--- config.mk ---
export PLATFORM = sky130hd
export DESIGN_NAME = text_render
export DESIGN_NICKNAME = d
export VERILOG_FILES = /design/src/rtl/text_render.sv
export SDC_FILE = /design/constraint.sdc
export NUM_CORES = 1
export LEC_CHECK = 0
export CORE_MARGIN = 2
export CORE_UTILIZATION = 44
export DETAILED_ROUTE_END_ITERATION = 12
export MAX_ROUTING_LAYER = met4
export PLACE_DENSITY = 0.79
export SYNTH_ARGS = -nofsm -noshare
export SYNTH_HDL_FRONTEND = slang
export SYNTH_SLANG_ARGS = --single-unit
--- constraint.sdc ---
create_clock -name clk -period 2.08 [get_ports clk]
set_input_delay 0.208 -clock clk [delete_from_list [all_inputs] [get_ports clk]]
set_output_delay 0.208 -clock clk [all_outputs]
set_load 0.02 [all_outputs]
--- src/rtl/text_render.sv ---
// ---------------------------------------------------------------------------
// text_render
//
// Character-mode scan-out engine. Follows the VGA controller's pixel
// coordinates and tracks the current 9x16 character cell without a divider.
// It reads the cell's character code from video memory and looks up the glyph
// row in a registered font ROM. It emits one 24-bit pixel per clock with a
// blinking underline cursor on glyph rows 14 and 15. The text area is
// 70x30 cells (630x480 pixels). Every output is exactly 4 clocks behind its
// coordinate inputs.
//
// Ports
//   clk, reset             pixel clock, synchronous active-high reset
//   h_addr, v_addr, valid  pixel coordinates and visible-region flag
//   hsync_in, vsync_in     raw syncs, delayed to hsync_out/vsync_out
//   cur_x, cur_y           cursor cell position
//   x, y                   cell address to video memory (registered, S1)
//   ascii_in               combinational video memory read data for {x,y}
//   font_addr              {ascii, glyph_row} to font ROM (from S2)
//   font_data              font ROM row, one cycle after font_addr
//   vga_data               pixel colour
//   hsync_out, vsync_out   delayed syncs
//   valid_out              delayed valid
// ---------------------------------------------------------------------------
module text_render #(
  parameter int unsigned BLINK_CYCLES = 32'd12500000,
  parameter logic [23:0] FG_COLOR     = 24'hFFFFFF,
  parameter logic [23:0] BG_COLOR     = 24'h000000
) (
  input  logic        clk,
  input  logic        reset,
  input  logic [9:0]  h_addr,
  input  logic [9:0]  v_addr,
  input  logic        valid,
  input  logic        hsync_in,
  input  logic        vsync_in,
  input  logic [6:0]  cur_x,
  input  logic [4:0]  cur_y,
  output logic [6:0]  x,
  output logic [4:0]  y,
  input  logic [7:0]  ascii_in,
  output logic [11:0] font_addr,
  input  logic [11:0] font_data,
  output logic [23:0] vga_data,
  output logic        hsync_out,
  output logic        vsync_out,
  output logic        valid_out
);

  localparam logic [31:0] BLINK_LAST = 32'(BLINK_CYCLES - 32'd1);
  localparam logic [6:0]  TEXT_COLS  = 7'd70;
  localparam logic [3:0]  CELL_LAST  = 4'd8;

  // Cell tracker (doubles as the S1 column/cell registers)
  logic [6:0]  tx_r;
  logic [3:0]  tcol_r;
  logic        locked_r;

  // S1 sideband
  logic [4:0]  y_r;
  logic [3:0]  s1_row_r;
  logic        s1_valid_r;
  logic        s1_hs_r;
  logic        s1_vs_r;
  logic [6:0]  s1_cur_x_r;
  logic [4:0]  s1_cur_y_r;

  // S2
  logic [7:0]  s2_ascii_r;
  logic [3:0]  s2_row_r;
  logic [3:0]  s2_col_r;
  logic        s2_act_r;
  logic        s2_hit_r;
  logic        s2_valid_r;
  logic        s2_hs_r;
  logic        s2_vs_r;

  // S3 (aligned with font_data)
  logic [3:0]  s3_col_r;
  logic        s3_act_r;
  logic        s3_hit_r;
  logic        s3_valid_r;
  logic        s3_hs_r;
  logic        s3_vs_r;

  // Output registers
  logic [23:0] vga_data_r;
  logic        hsync_out_r;
  logic        vsync_out_r;
  logic        valid_out_r;

  // Blink timer
  logic [31:0] blink_cnt_r;
  logic        blink_on_r;

  // Combinational S1 decode and pixel select
  logic        blank_s;
  logic        hit_pre_s;
  logic [23:0] pix_s;

  // v_addr[9] is never needed (rows stop at 479); font bits 11..9 are unused.
  logic        unused_s;
  assign unused_s = &{1'b0, v_addr[9], font_data[11:9]};

  // Cell tracker: lock on column 0, then count 9 pixels per cell; holds when
  // valid is low so blanking gaps inside a line do not disturb it.
  always_ff @(posedge clk) begin
    if (reset) begin
      tx_r     <= 7'd0;
      tcol_r   <= 4'd0;
      locked_r <= 1'b0;
    end else if (valid) begin
      if (h_addr == 10'd0) begin
        tx_r     <= 7'd0;
        tcol_r   <= 4'd0;
        locked_r <= 1'b1;
      end else if (tcol_r == CELL_LAST) begin
        tcol_r <= 4'd0;
        // Saturate at 70 so the right margin stays blank instead of wrapping.
        if (tx_r != TEXT_COLS) begin
          tx_r <= tx_r + 7'd1;
        end
      end else begin
        tcol_r <= tcol_r + 4'd1;
      end
    end
  end

  // S1 sideband capture: row, glyph row, syncs, valid and cursor position
  always_ff @(posedge clk) begin
    if (reset) begin
      y_r        <= 5'd0;
      s1_row_r   <= 4'd0;
      s1_valid_r <= 1'b0;
      s1_hs_r    <= 1'b1;
      s1_vs_r    <= 1'b1;
      s1_cur_x_r <= 7'd0;
      s1_cur_y_r <= 5'd0;
    end else begin
      y_r        <= v_addr[8:4];
      s1_row_r   <= v_addr[3:0];
      s1_valid_r <= valid;
      s1_hs_r    <= hsync_in;
      s1_vs_r    <= vsync_in;
      s1_cur_x_r <= cur_x;
      s1_cur_y_r <= cur_y;
    end
  end

  // S1 decode: blanking and cursor hit for the pixel currently in S1
  always_comb begin
    blank_s   = 1'b1;
    hit_pre_s = 1'b0;
    if (s1_valid_r && locked_r && (tx_r < TEXT_COLS)) begin
      blank_s = 1'b0;
    end else begin
      blank_s = 1'b1;
    end
    if ((tx_r == s1_cur_x_r) && (y_r == s1_cur_y_r) &&
        (s1_row_r[3:1] == 3'b111) && blink_on_r) begin
      hit_pre_s = 1'b1;
    end else begin
      hit_pre_s = 1'b0;
    end
  end

  // S2: capture the character code that video memory returns for {x,y}.
  // The active flag is stored (rather than blank) so reset means "blank".
  always_ff @(posedge clk) begin
    if (reset) begin
      s2_ascii_r <= 8'd0;
      s2_row_r   <= 4'd0;
      s2_col_r   <= 4'd0;
      s2_act_r   <= 1'b0;
      s2_hit_r   <= 1'b0;
      s2_valid_r <= 1'b0;
      s2_hs_r    <= 1'b1;
      s2_vs_r    <= 1'b1;
    end else begin
      s2_ascii_r <= ascii_in;
      s2_row_r   <= s1_row_r;
      s2_col_r   <= tcol_r;
      s2_act_r   <= ~blank_s;
      s2_hit_r   <= hit_pre_s;
      s2_valid_r <= s1_valid_r;
      s2_hs_r    <= s1_hs_r;
      s2_vs_r    <= s1_vs_r;
    end
  end

  assign font_addr = {s2_ascii_r, s2_row_r};

  // S3: sideband delayed one more cycle to line up with the ROM read data
  always_ff @(posedge clk) begin
    if (reset) begin
      s3_col_r   <= 4'd0;
      s3_act_r   <= 1'b0;
      s3_hit_r   <= 1'b0;
      s3_valid_r <= 1'b0;
      s3_hs_r    <= 1'b1;
      s3_vs_r    <= 1'b1;
    end else begin
      s3_col_r   <= s2_col_r;
      s3_act_r   <= s2_act_r;
      s3_hit_r   <= s2_hit_r;
      s3_valid_r <= s2_valid_r;
      s3_hs_r    <= s2_hs_r;
      s3_vs_r    <= s2_vs_r;
    end
  end

  // Pixel select: blank pixels are black, not the background colour
  always_comb begin
    pix_s = 24'h000000;
    if (s3_act_r) begin
      if (font_data[s3_col_r] | s3_hit_r) begin
        pix_s = FG_COLOR;
      end else begin
        pix_s = BG_COLOR;
      end
    end else begin
      pix_s = 24'h000000;
    end
  end

  // Output registers
  always_ff @(posedge clk) begin
    if (reset) begin
      vga_data_r  <= 24'h000000;
      hsync_out_r <= 1'b1;
      vsync_out_r <= 1'b1;
      valid_out_r <= 1'b0;
    end else begin
      vga_data_r  <= pix_s;
      hsync_out_r <= s3_hs_r;
      vsync_out_r <= s3_vs_r;
      valid_out_r <= s3_valid_r;
    end
  end

  // Blink timer: free-running, toggles the cursor phase at terminal count
  always_ff @(posedge clk) begin
    if (reset) begin
      blink_cnt_r <= 32'd0;
      blink_on_r  <= 1'b0;
    end else if (blink_cnt_r == BLINK_LAST) begin
      blink_cnt_r <= 32'd0;
      blink_on_r  <= ~blink_on_r;
    end else begin
      blink_cnt_r <= blink_cnt_r + 32'd1;
    end
  end

  assign x         = tx_r;
  assign y         = y_r;
  assign vga_data  = vga_data_r;
  assign hsync_out = hsync_out_r;
  assign vsync_out = vsync_out_r;
  assign valid_out = valid_out_r;

endmodule

# Word level (Yosys, flattened, before mapping)
# Index checks and enable logic that the tools add are counted.
# totals
reg_bits	126
in_bits	57
elab_cells	65
# classes
addsub	3
n_lt_le_gt_ge	2
eq_ne	6
mux	9
n_bitwise	3
n_reduce_logical	12
# op_table
operator	count
$add A32 B1 Y32 const B	1
$eq A32 B24 Y1 const B	1
$mux W24	1
$mux W7	3
$logic_not A10 Y1	1
$mux W4	2
$add A7 B1 Y7 const B	1
$eq A7 B7 Y1	1
$lt A7 B7 Y1 const B	1
$ne A7 B7 Y1 const B	1
$eq A5 B5 Y1	1
$logic_and A1 B1 Y1	5
$lt A4 B5 Y1 const B	1
$add A4 B1 Y4 const B	1
$bmux W1 S4	1
$eq A4 B4 Y1 const B	1
$reduce_bool A2 Y1	2
$reduce_or A2 Y1	2
$eq A3 B3 Y1 const B	1
$reduce_and A3 Y1	1
$mux W1	2
$not A1 Y1	2
$reduce_and A2 Y1	1
$or A1 B1 Y1	1

# Depth between registers and ports, before layout
# logic_depth
ltp_word	5
mapped_depth	6

# Least setup slack after synthesis
# No wires, ideal clock.
# synth_path
path_kind	register -> register
from	register tx_r[0] (netlist: x[0])
to	register tx_r[5] (netlist: x[5])
setup_ns	0.074
t_arrival_ns	1.994
required_time_ns	2.006
slack_ns	0.012
stages_incl_launch_ff	7
synth_period_minus_slack_ns	2.068
path_cell_list	dfxtp_1 -> inv_1 -> ha_1 -> and3_1 -> a21o_1 -> or4b_2 -> a31oi_1
# synth_via
elab_chain_len	4
elab_cells_between_ends	7
# synth_rtl
item	line_no	source
from (decl)	55	logic [6:0] tx_r;
from (signal assigned)	121	tx_r <= tx_r + 7'd1;
$add A7 B1 Y7	121	
$mux W7	120	if (tx_r != TEXT_COLS) begin
$mux W7	117	end else if (tcol_r == CELL_LAST) begin
$mux W7	113	if (h_addr == 10'd0) begin
# Several ways; a longest one is shown, not always the timed one. The select of a mux whose other input is x is not followed.
# A chain may end at the register's enable or synchronous reset.

# Worst setup path after layout
# layout_path
from	register blink_cnt_r[16]
to	register blink_cnt_r[20]
# layout_via
elab_chain_len	2
elab_cells_between_ends	3
# layout_rtl
item	line_no	source
from (decl)	93	logic [31:0] blink_cnt_r;
from (signal assigned)	250	blink_cnt_r <= blink_cnt_r + 32'd1;
branches (longest 2 deep; another with $add A32 B1 Y32)	n/a	
# Parallel ways; which one is timed is not known.

==> impl_metrics.tcl <==
set metrics [dict create \
    globalplace.congestion 0.854 \
    crit_chain "or4_1, or4_4, o21bai_4, clkbuf_16, a21oi_1" \
    drt_pre_antenna_iters 4 \
    ant_nets 0 \
    synth_fp_nets 503 \
    maxCapViolations 0 \
    drt_iter0_drc 137 \
    crit_fanout 16 \
    placed_cell_area_mm2 0.00537 \
    post-route-period-util_pct 96.2 \
    drive_gt1_share_pct 12.0 \
    clk_latency_ns 0.37 \
    netlist_instances 441 \
    critPathKind "flip-flop to flip-flop" \
    p_per_area_mw_per_mm2 632 \
    hold_path_class "input pin to flip-flop" \
    clock_path_buffers 2 \
    start_kind "flip-flop" \
    fin_crit_ns 2.00 \
    cpPeakStageDelay_ns 0.57 \
    clock_sinks 103 \
    synthArstFlopShare_pct 0 \
    fill_cells 778 \
    worstPathRequired_ns 2.33 \
    synth_edf_count 0 \
    synth_top_family_by_area "simple AND/OR/NAND/NOR gates" \
    overflow 0 \
    post_cts_buffers 0 \
    diodes 0 \
    muxShareOfSynthArea_pct 1.61 \
    synthAdderAreaFrac_pct 1.49 \
    cts_tree "done" \
    area_growth_pct 34.5 \
    grt_antenna_before_repair 0 \
    cts.clk_slew.worst_paths_ns 0.11 \
    whs_ns 0.320 \
    synth_ff_type "dfxtp_1" \
    die_x_um 102 \
    design_area_mm2 0.00564 \
    synth_top_area_share_pct 49.2 \
    status "completed" \
    synth_cell_types 45 \
    ios 108 \
    finalSetupTns_ns 0 \
    cpLargestDelayFamily "simple AND/OR/NAND/NOR gates" \
    dpl.hpwl_mm 6.79 \
    drt-total-wl_mm 9.22 \
    synth_simple_gate_area_share_pct 26.5 \
    synth_seq_cells 103 \
    synth_area_mm2 0.00419 \
    startpoint "blink_cnt_r[16]" \
    finalSetupViolCount 0 \
    nets 608 \
    grt_pass1_wl_mm 14.3 \
    rsz0062_at_grt "no" \
    multi_input_comb_area_mm2 0.00186 \
    via_per_inst 5.11 \
    arrival_ns 2.25 \
    drc_errors 0 \
    first_global_vias 3228 \
    cts_made_buffers 9 \
    coreArea_mm2 0.00924 \
    die_area_mm2 0.0103 \
    endpoint_kind "flip-flop" \
    rows 35 \
    slowest_stage "or4_4" \
    avgRoutedWirePerCell_um 13.6 \
    report.final.hold_viol_count 0 \
    grt_use_total_pct 17.8 \
    skew_ns 0.0126 \
    yosysTopAreaCell "dfxtp_1" \
    slew_viol_final 0 \
    die_y_um 102 \
    yosys_warnings 0 \
    clk_root_buffer_cell "clkbuf_8" \
    slew_headroom_pct 55.3 \
    worstHoldStart "reset" \
    p_leak_nw 1.95 \
    synthTopCellsByArea "dfxtp_1 49%, nor2b_1 6.7%, xnor2_1 5.6%" \
    ir_worst_vdd_mv 0.411 \
    portBuffers 106 \
    synthXorXnorAreaFrac_pct 5.85 \
    worst-path-buf-inv 1 \
    synth_compound_area_share_pct 8.20 \
    vias 3476 \
    p_total_mw 3.57 \
    yosysSeqAreaShare_pct 49.2 \
    r2r_start "blink_cnt_r[16]" \
    hold_buffers 0 \
    initial_utilization_pct 45.4 \
    synth_area_per_cell_um2 9.51 \
    htreeDepth 3 \
    seqCellArea_mm2 0.00206 \
    grt_start_max_net_pins 35 \
    timing.fmax_mhz 500 \
    tightest_slew_ns 0.664 \
]
worst reg2reg max path, stage by stage, from the launching register on:
cell and delay [ns]:
dfxtp_1 0.32, or4_1 0.54, or4_4 0.57, o21bai_4 0.19
clkbuf_16 0.21, a21oi_1 0.05
final cells by class:
class	instances	area share, %
clock inverters	7	1.53
inverters	15	0.998
repair buffers	133	22.8
flip-flops and latches	103	36.6
multi-input cells	284	33.0
clock buffers	9	2.20
well taps	129	2.86
worst paths after layout:
check	endpoint	slack (ns)	cells past startpoint
worst min register to register	s2_hs_r	0.42	1
worst max register to register	blink_cnt_r[20]	0.08	5
worst max-delay path	blink_cnt_r[20]	0.08	5
worst min-delay path	s2_row_r[2]	0.32	2
layout by cell type (no fill, tap or decap), drive strengths merged, types with 2 or more instances in the layout:
cell           count
nor4               9
clkbuf            10
nand2b             2
and3               5
inv               17
clkinv             5
a21oi             27
clkdlybuf4s50    105
ha                 5
dfxtp            103
nand3             19
a211oi             2
nand4             17
or3               10
or4               14
xnor2             27
or2               10
buf               27
nand2             19
nor2b             45
mux4               3
o21ai              8
nor4b              3
nor3               5
a31oi              3
o31ai             10
nor2              25
power breakdown:
| group | total, mW | switching (mW) | internal (mW) |
|---|---|---|---|
| registers | 2.05 | 0.0250 | 2.02 |
| logic | 0.295 | 0.110 | 0.185 |
| clock network | 1.23 | 0.744 | 0.482 |
| total | 3.57 | 0.879 | 2.69 |
cells in the mapped netlist (all sizes together) (2+ instances only):
cell type / instances
a211oi: 2
a21oi: 27
a31oi: 3
and3: 5
buf: 28
clkbuf: 11
dfxtp: 103
ha: 5
inv: 15
mux4: 3
nand2: 19
nand2b: 2
nand3: 19
nand4: 17
nor2: 25
nor2b: 45
nor3: 5
nor4: 9
nor4b: 3
o21ai: 8
o31ai: 10
or2: 10
or3: 10
or4: 14
xnor2: 27
stage by stage:
| stage | utilization [%] | cells | worst slack (ns) |
|---|---|---|---|
| after floorplan | - | 441 | 0.0115 |
| after global placement | 58.1 | 663 | 0.0528 |
| after detailed placement | 58.1 | 663 | -0.0135 |
| after CTS | 60.5 | 679 | 0.0712 |
| after global routing | 61.1 | 680 | 0.00352 |
| final | 61.1 | 680 | 0.0795 |
repair_timing:
| action | CTS | global route |
|---|---|---|
| resized for setup | 2 | 6 |
| pin swaps | 0 | 0 |
| cloned | 0 | 1 |
| endpoints found under the setup margin | 25 | 18 |
state kept, by name, summed over array words and instances, names as in the netlist, 4 cells and up:
register     flops
y                5
s2_col_r         4
s1_cur_y_r       5
s3_col_r         4
s1_row_r         4
s2_ascii_r       8
s1_cur_x_r       7
tcol_r           4
s2_row_r         4
x                7
blink_cnt_r     32
routing by layer:
metal | up-vias | global-route usage, % | part of all wire [%]
li1 | 1732 | - | -
met1 | 1643 | 20.9 | 42
met2 | 91 | 30.4 | 52
met3 | 10 | 2.69 | 4.6
met4 | 0 | 6.76 | 1.2
met5 | - | - | 0
cells by family after synthesis:
kind of cell | after synthesis
buf+inv | 54
fa+ha+maj | 5
flops | 103
compound gates | 57
mux | 3
xor+xnor | 28
simple gates | 191
Note: power is estimated with default switching activity, not from simulation.
